File: src/rtl/bin_bcd_converter.sv
// Sequential binary-to-BCD converter (shift-and-add-3, one input bit per clock).
//
// A start strobe in idle captures a binary snapshot. WIDTH cycles later the
// packed BCD result and an overflow flag are loaded, and done pulses for one
// cycle. bcd_o and overflow_o hold their values between conversions, so a
// display scanner can sample them at any time.
//
// Ports:
//   clk_i       system clock
//   rst_ni      asynchronous active-low reset; clears all state
//   start_i     conversion request, sampled only while idle
//   bin_i       unsigned binary value, captured on the accepting edge
//   busy_o      high while a conversion is in progress
//   done_o      one-cycle pulse on the edge that updates bcd_o/overflow_o
//   bcd_o       packed BCD; digit i in bits [4i+3:4i], units in [3:0]
//   overflow_o  last converted value was >= 10^DIGITS (bcd_o holds it mod 10^DIGITS)
module bin_bcd_converter #(
    parameter int unsigned WIDTH  = 16,
    parameter int unsigned DIGITS = 5
) (
    input  logic                  clk_i,
    input  logic                  rst_ni,
    input  logic                  start_i,
    input  logic [WIDTH-1:0]      bin_i,
    output logic                  busy_o,
    output logic                  done_o,
    output logic [4*DIGITS-1:0]   bcd_o,
    output logic                  overflow_o
);

    localparam int unsigned CntW = $clog2(WIDTH + 1);
    localparam logic [CntW-1:0] LastCnt = CntW'(WIDTH - 1);

    typedef enum logic [0:0] {StIdle, StShift} state_e;

    state_e                state_q;
    logic [WIDTH-1:0]      shift_q;
    logic [4*DIGITS-1:0]   scratch_q;
    logic [CntW-1:0]       cnt_q;
    logic                  sticky_q;
    logic                  busy_q;
    logic                  done_q;
    logic [4*DIGITS-1:0]   bcd_q;
    logic                  overflow_q;

    logic [4*DIGITS-1:0]   adjusted;
    logic [4*DIGITS-1:0]   scratch_shifted;
    logic                  carry_out;

    // Per-digit add-3 with no inter-digit carry; the following shift
    // moves each digit's MSB into the next digit up.
    always_comb begin
        adjusted = '0;
        for (int i = 0; i < int'(DIGITS); i++) begin
            if (scratch_q[4*i +: 4] >= 4'd5) begin
                adjusted[4*i +: 4] = scratch_q[4*i +: 4] + 4'd3;
            end else begin
                adjusted[4*i +: 4] = scratch_q[4*i +: 4];
            end
        end
    end

    always_comb begin
        scratch_shifted = {adjusted[4*DIGITS-2:0], shift_q[WIDTH-1]};
        // A 1 leaving the top digit means the value no longer fits in DIGITS.
        carry_out       = adjusted[4*DIGITS-1];
    end

    always_ff @(posedge clk_i or negedge rst_ni) begin
        if (!rst_ni) begin
            state_q    <= StIdle;
            shift_q    <= '0;
            scratch_q  <= '0;
            cnt_q      <= '0;
            sticky_q   <= 1'b0;
            busy_q     <= 1'b0;
            done_q     <= 1'b0;
            bcd_q      <= '0;
            overflow_q <= 1'b0;
        end else begin
            done_q <= 1'b0;
            case (state_q)
                StIdle: begin
                    if (start_i) begin
                        shift_q   <= bin_i;
                        scratch_q <= '0;
                        cnt_q     <= '0;
                        sticky_q  <= 1'b0;
                        busy_q    <= 1'b1;
                        state_q   <= StShift;
                    end
                end
                StShift: begin
                    scratch_q <= scratch_shifted;
                    shift_q   <= {shift_q[WIDTH-2:0], 1'b0};
                    cnt_q     <= cnt_q + CntW'(1);
                    sticky_q  <= sticky_q | carry_out;
                    if (cnt_q == LastCnt) begin
                        bcd_q      <= scratch_shifted;
                        overflow_q <= sticky_q | carry_out;
                        done_q     <= 1'b1;
                        busy_q     <= 1'b0;
                        state_q    <= StIdle;
                    end
                end
                default: begin
                    state_q <= StIdle;
                    busy_q  <= 1'b0;
                end
            endcase
        end
    end

    assign busy_o     = busy_q;
    assign done_o     = done_q;
    assign bcd_o      = bcd_q;
    assign overflow_o = overflow_q;

endmodule

File: config.mk
export PLATFORM = sky130hd
export DESIGN_NAME = bin_bcd_converter
export DESIGN_NICKNAME = d
export VERILOG_FILES = /design/src/rtl/bin_bcd_converter.sv
export SDC_FILE = /design/constraint.sdc
export NUM_CORES = 1
export LEC_CHECK = 0
export ABC_AREA = 0
export CORE_ASPECT_RATIO = 0.7
export CORE_MARGIN = 2
export CORE_UTILIZATION = 35
export DETAILED_ROUTE_END_ITERATION = 10
export SLEW_MARGIN = 10
export SYNTH_ARGS = -nofsm -noshare
export SYNTH_HDL_FRONTEND = slang
export SYNTH_SLANG_ARGS = --single-unit
File: constraint.sdc
create_clock -name clk_i -period 2.35 [get_ports clk_i]
set_input_delay 0.47 -clock clk_i [delete_from_list [all_inputs] [get_ports clk_i]]
set_output_delay 0.47 -clock clk_i [all_outputs]
set_load 0.01 [all_outputs]
-- Yosys cells after proc, flatten, opt, wreduce, memory -nomap -nowiden
Cells that the tools add are included.
- add/sub/neg operators: 6
- order comparisons: 5
- muxes and demuxes: 21
- reduce and logical (&&, ||, !) cells: 2
- equal/unequal tests: 3
- bitwise operators: 2
- operators by type and width (kind ; count):
    case mux 20 bit (2 select lines) ; 1
    case mux 16 bit (2 select lines) ; 1
    adder 4 x 2 -> 4 bit, second input constant ; 5
    >= comparator 4 x 3 -> 1 bit, second input constant ; 5
    2-to-1 mux 20 bit ; 1
    2-to-1 mux 4 bit ; 5
    2-to-1 mux 16 bit ; 1
    case mux 5 bit (2 select lines) ; 1
    2-to-1 mux 1 bit ; 7
    case mux 1 bit (2 select lines) ; 3
    adder 5 x 1 -> 5 bit, second input constant ; 1
    == test 5 x 4 -> 1 bit, second input constant ; 1
    2-to-1 mux 5 bit ; 1
    AND reduction 2 bit ; 2
    inequality test 2 x 1 -> 1 bit, second input constant ; 1
    inequality test 2 bit, second input constant ; 1
    inverter 1 bit ; 1
    bitwise OR 1 bit ; 1
- output and inout bits: 23
- flip-flop bits (word level): 66

-- Logic depth before layout (Yosys ltp)
- depth in word-level cells: 4
- depth in mapped cells: 8
- mapped depth without buffers: 7

-- Least setup slack after synthesis
OpenSTA, ideal clock, no wires.
- kind: register to register
- start point: reg cnt_q[0]
- end point: reg bcd_q[13], in the netlist bcd_o[13]
- data arrival time: 1.649 ns
- clock period less this slack: 1.795 ns
- setup slack: 0.555 ns
- library setup time: 0.146 ns
- cell stages (with the launch flop): 9
- path buffers: 1
- cells stage by stage: dfrtp_1 -> ha_1 -> and3_1 -> ha_1 -> nand2_2 -> inv_1 -> clkbuf_1 -> a31oi_1 -> o311ai_0
- word-level cells in the longest chain between the ends: 2
- ends and longest elaborated chain (what ; line ; text):
    from (decl) ; 39 ; logic [CntW-1:0] cnt_q;
    from (signal assigned) ; 96 ; cnt_q <= cnt_q + CntW'(1);
    == test 5 x 4 -> 1 bit ; 98 ; if (cnt_q == LastCnt) begin
    AND reduction 2 bit (no source line) ; -- ;
    to (signal assigned) ; 99 ; bcd_q <= scratch_shifted;
    to (decl) ; 43 ; logic [4*DIGITS-1:0] bcd_q;
Every way passes these cells.
A chain may end at the register's enable or synchronous reset.

-- Worst setup path in the final report
- start point: reg cnt_q[0]
- end point: reg bcd_q[1], in the netlist bcd_o[1]
The elaborated chain is that of the path after synthesis.

==> impl_metrics.json <==
{
  "status": "finished clean",
  "dpl_cell_area_um2": 3980,
  "yosysTopAreaCellShare_pct": 47.7,
  "die_w_um": 123,
  "crit_chain": "ha_1, and3_1, ha_1, nand2_2, inv_1, a31oi_1, o311ai_0",
  "die_area_um2": 10700,
  "stdcell_count": 528,
  "p_per_area_nw_per_um2": 1430,
  "grt_first_pass_wirelength_mm": 13.8,
  "path_common_cell": "ha_1",
  "relSlewSlack_pct": 53.0,
  "clkPwrFrac_pct": 25.6,
  "p_comb_share_pct": 39.4,
  "swShare_pct": 37.9,
  "max_cap_violations": 0,
  "critPathRequiredTime_ps": 2540,
  "drt_iter0_markers": 222,
  "period_needed_ps": 2040,
  "ant_nets": 0,
  "drt_first_pass_iters": 4,
  "drc_errors": 0,
  "core_area_um2": 9650,
  "gr-total-overflow": 0,
  "n_antenna_cell": 0,
  "grt_pass1_vias": 2809,
  "cp-startpoint": "cnt_q[0]$_DFFE_PN0P_",
  "timing.critical_path.arrival_ps": 2230,
  "cts-buffers-inserted": 9,
  "syn_inst": 366,
  "wl_per_cell_um": 15.2,
  "crit_fanout": 13,
  "finalHoldViolCount": 0,
  "yosysWarningCount": 0,
  "max_freq_mhz": 490,
  "ys_types": 38,
  "fin_area_um2": 4320,
  "synth_area_leaders": "dfrtp_1 (48%), nand2_1 (6.5%), o21ai_0 (4.8%), mux2i_1 (4.6%), ha_1 (4.3%)",
  "rsz0062_at_grt": "no",
  "leakagePower_nw": 1.83,
  "area_growth_pct": 24.9,
  "synth_area_um2": 3460,
  "fin_skew_ps": 4.97,
  "antenna_found_initial": 0,
  "syn_area_per_cell_um2": 9.46,
  "dpl.hpwl_mm": 4.97,
  "cts_resized": 0,
  "viasPerCell": 5.33,
  "ys_ff_latch": 66,
  "crit_buf_inv": 1,
  "port_buffers": 41,
  "numClockSinks": 66,
  "p_int_mw": 3.83,
  "period_share_pct": 86.8,
  "syn_nets": 397,
  "initial_core_util_pct": 35.9,
  "routed_wl_mm": 8.01,
  "path_clk_slew_ps": 60,
  "setup_tns_ps": 0,
  "p_seq_share_pct": 34.9,
  "track_usage_pct": 16.6,
  "fill_cells": 925,
  "tightest_slew_ps": 704,
  "grt_max_degree": 67,
  "critical_path.top_delay_family": "adder cells",
  "num_vias": 2815,
  "htreeDepth": 3,
  "clock-root-buffer": "clkbuf_16",
  "tritoncts": "built",
  "seq_area_frac_synth_pct": 47.7,
  "cts_hold_buf": 0,
  "startpoint_type": "register",
  "setup_violations": 0,
  "drive_above_1_share_pct": 7.00,
  "slew_violations": 0,
  "cts_setup_buffers": 0,
  "io_pins": 42,
  "layout.nets": 426,
  "insertion_delay_ps": 340,
  "rows": 30,
  "finish.utilization_pct": 44.8,
  "synth_top_cell_by_area": "dfrtp_1",
  "worstSetupPathType": "reg -> reg",
  "hold_class": "in -> async",
  "place_ws_ps": 344,
  "place_inst": 512,
  "setup.worst_path.end_class": "register",
  "crit_slowest_cell": "dfrtp_1",
  "worst_slack_ps": 310,
  "cts.path.max_buffers": 2,
  "power_switching_mw": 2.34,
  "max_stage_delay_ps": 410,
  "irDropWorstVdd_mv": 0.571,
  "fp.dieH_um": 87.2,
  "r2r-start": "cnt_q[0]$_DFFE_PN0P_",
  "routabilityCongestion": 0.791
}
## routing by layer
metal,part of all wire (%),GRT usage [%]
met1,50,23.0
met2,44,25.1
met3,5.1,4.52
met4,1.1,5.64
met5,0,0
## final timing paths
path | end | slack, ps | cells past startpoint
worst max register to register | bcd_o[1]$_DFFE_PN0P_ | 310 | 7
worst min-delay path | scratch_q[15]$_DFFE_PN0P_ | 150 | 2
min in group clk_i | bcd_o[0]$_DFFE_PN0P_ | 480 | 2
max in group asynchronous | scratch_q[1]$_DFFE_PN0P_ | 1910 | 2
worst min register to register | bcd_o[0]$_DFFE_PN0P_ | 480 | 2
worst max-delay path | bcd_o[1]$_DFFE_PN0P_ | 310 | 7
## kinds of logic (layout without fill, tap and decap cells)
| kind of cell | Yosys count | count (layout) | share of synthesized area [%] |
|---|---|---|---|
| XOR/XNOR | 2 | 2 | 0.506 |
| buffers and inverters | 46 | 80 | 5.64 |
| AND/OR/NAND/NOR | 124 | 124 | 17.0 |
| AO/OA/AOI/OAI | 100 | 100 | 20.2 |
| multiplexers | 16 | 16 | 4.62 |
| adder cells (fa/ha/maj) | 12 | 12 | 4.34 |
| flip-flops | 66 | 66 | 47.7 |
## cell usage after synthesis, drive strengths merged
master   n
mux2i   16
o21ai   33
inv     15
o32a     2
or4      4
a31oi    6
a32oi    3
nor2b    8
o22ai    8
nor3b    5
a31o     1
xor2     1
nor3     4
ha      12
a21oi    6
nand4    2
nor2     5
a211oi   5
clkbuf  16
xnor2    1
dfrtp   66
or3      1
a21boi   5
nand2   61
nor4     4
buf     15
a311o    4
nand3   24
nand2b   5
o311ai   5
o31ai   11
o211ai   1
and3     1
a2111o  10
## cell usage in the layout, fill, tap and decap left out, types with 8 or more instances in the layout
cell,netlist,final
nor2b_1,8,8
dfrtp_1,66,66
nand3_1,24,24
clkdlybuf4s50_1,0,40
inv_1,14,14
a2111o_1,10,10
clkbuf_16,0,9
o21ai_0,33,33
o22ai_1,8,8
nand2_1,60,60
o31ai_1,11,11
mux2i_1,16,16
ha_1,12,12
## registers in the layout (all words and copies together) (netlist names)
name	count
bcd_o	20
scratch_q	20
shift_q	16
cnt_q	5
busy_o	1
done_o	1
overflow_o	1
state_q	1
sticky_q	1
## stage by stage
stage | power [mW] | hold WS, ps
6_report | 6.17 | 150
5_1_grt | 6.70 | 183
2_1_floorplan | 3.77 | 174
3_5_place_dp | 4.59 | 468
4_1_cts | 6.22 | 163
3_3_place_gp | 4.53 | 463
## worst reg2reg max path: stages (launching register included)
cell,delay (ps)
dfrtp_1,410
ha_1,230
and3_1,190
ha_1,200
nand2_2,220
inv_1,270
a31oi_1,230
o311ai_0,150
## final cells by class
class | instances | area [um^2] | share of cell area (%)
timing repair buffer | 49 | 490 | 11.3
tap | 128 | 160 | 3.70
multi-input combinational | 254 | 1620 | 37.4
clock buffer | 9 | 225 | 5.21
sequential | 66 | 1650 | 38.2
clock inverter | 7 | 124 | 2.86
inverter | 15 | 56.3 | 1.30
## power by group through the flow
stage / sequential (mW) / clock [mW] / combinational (mW)
finish: 2.15 / 1.58 / 2.43
global route: 2.24 / 1.67 / 2.79
CTS: 2.15 / 1.62 / 2.46
detailed placement: 2.16 / 0 / 2.43
global placement: 2.16 / 0 / 2.38
floorplan: 1.99 / 0 / 1.78
Note: power is estimated with default switching activity, not from simulation.
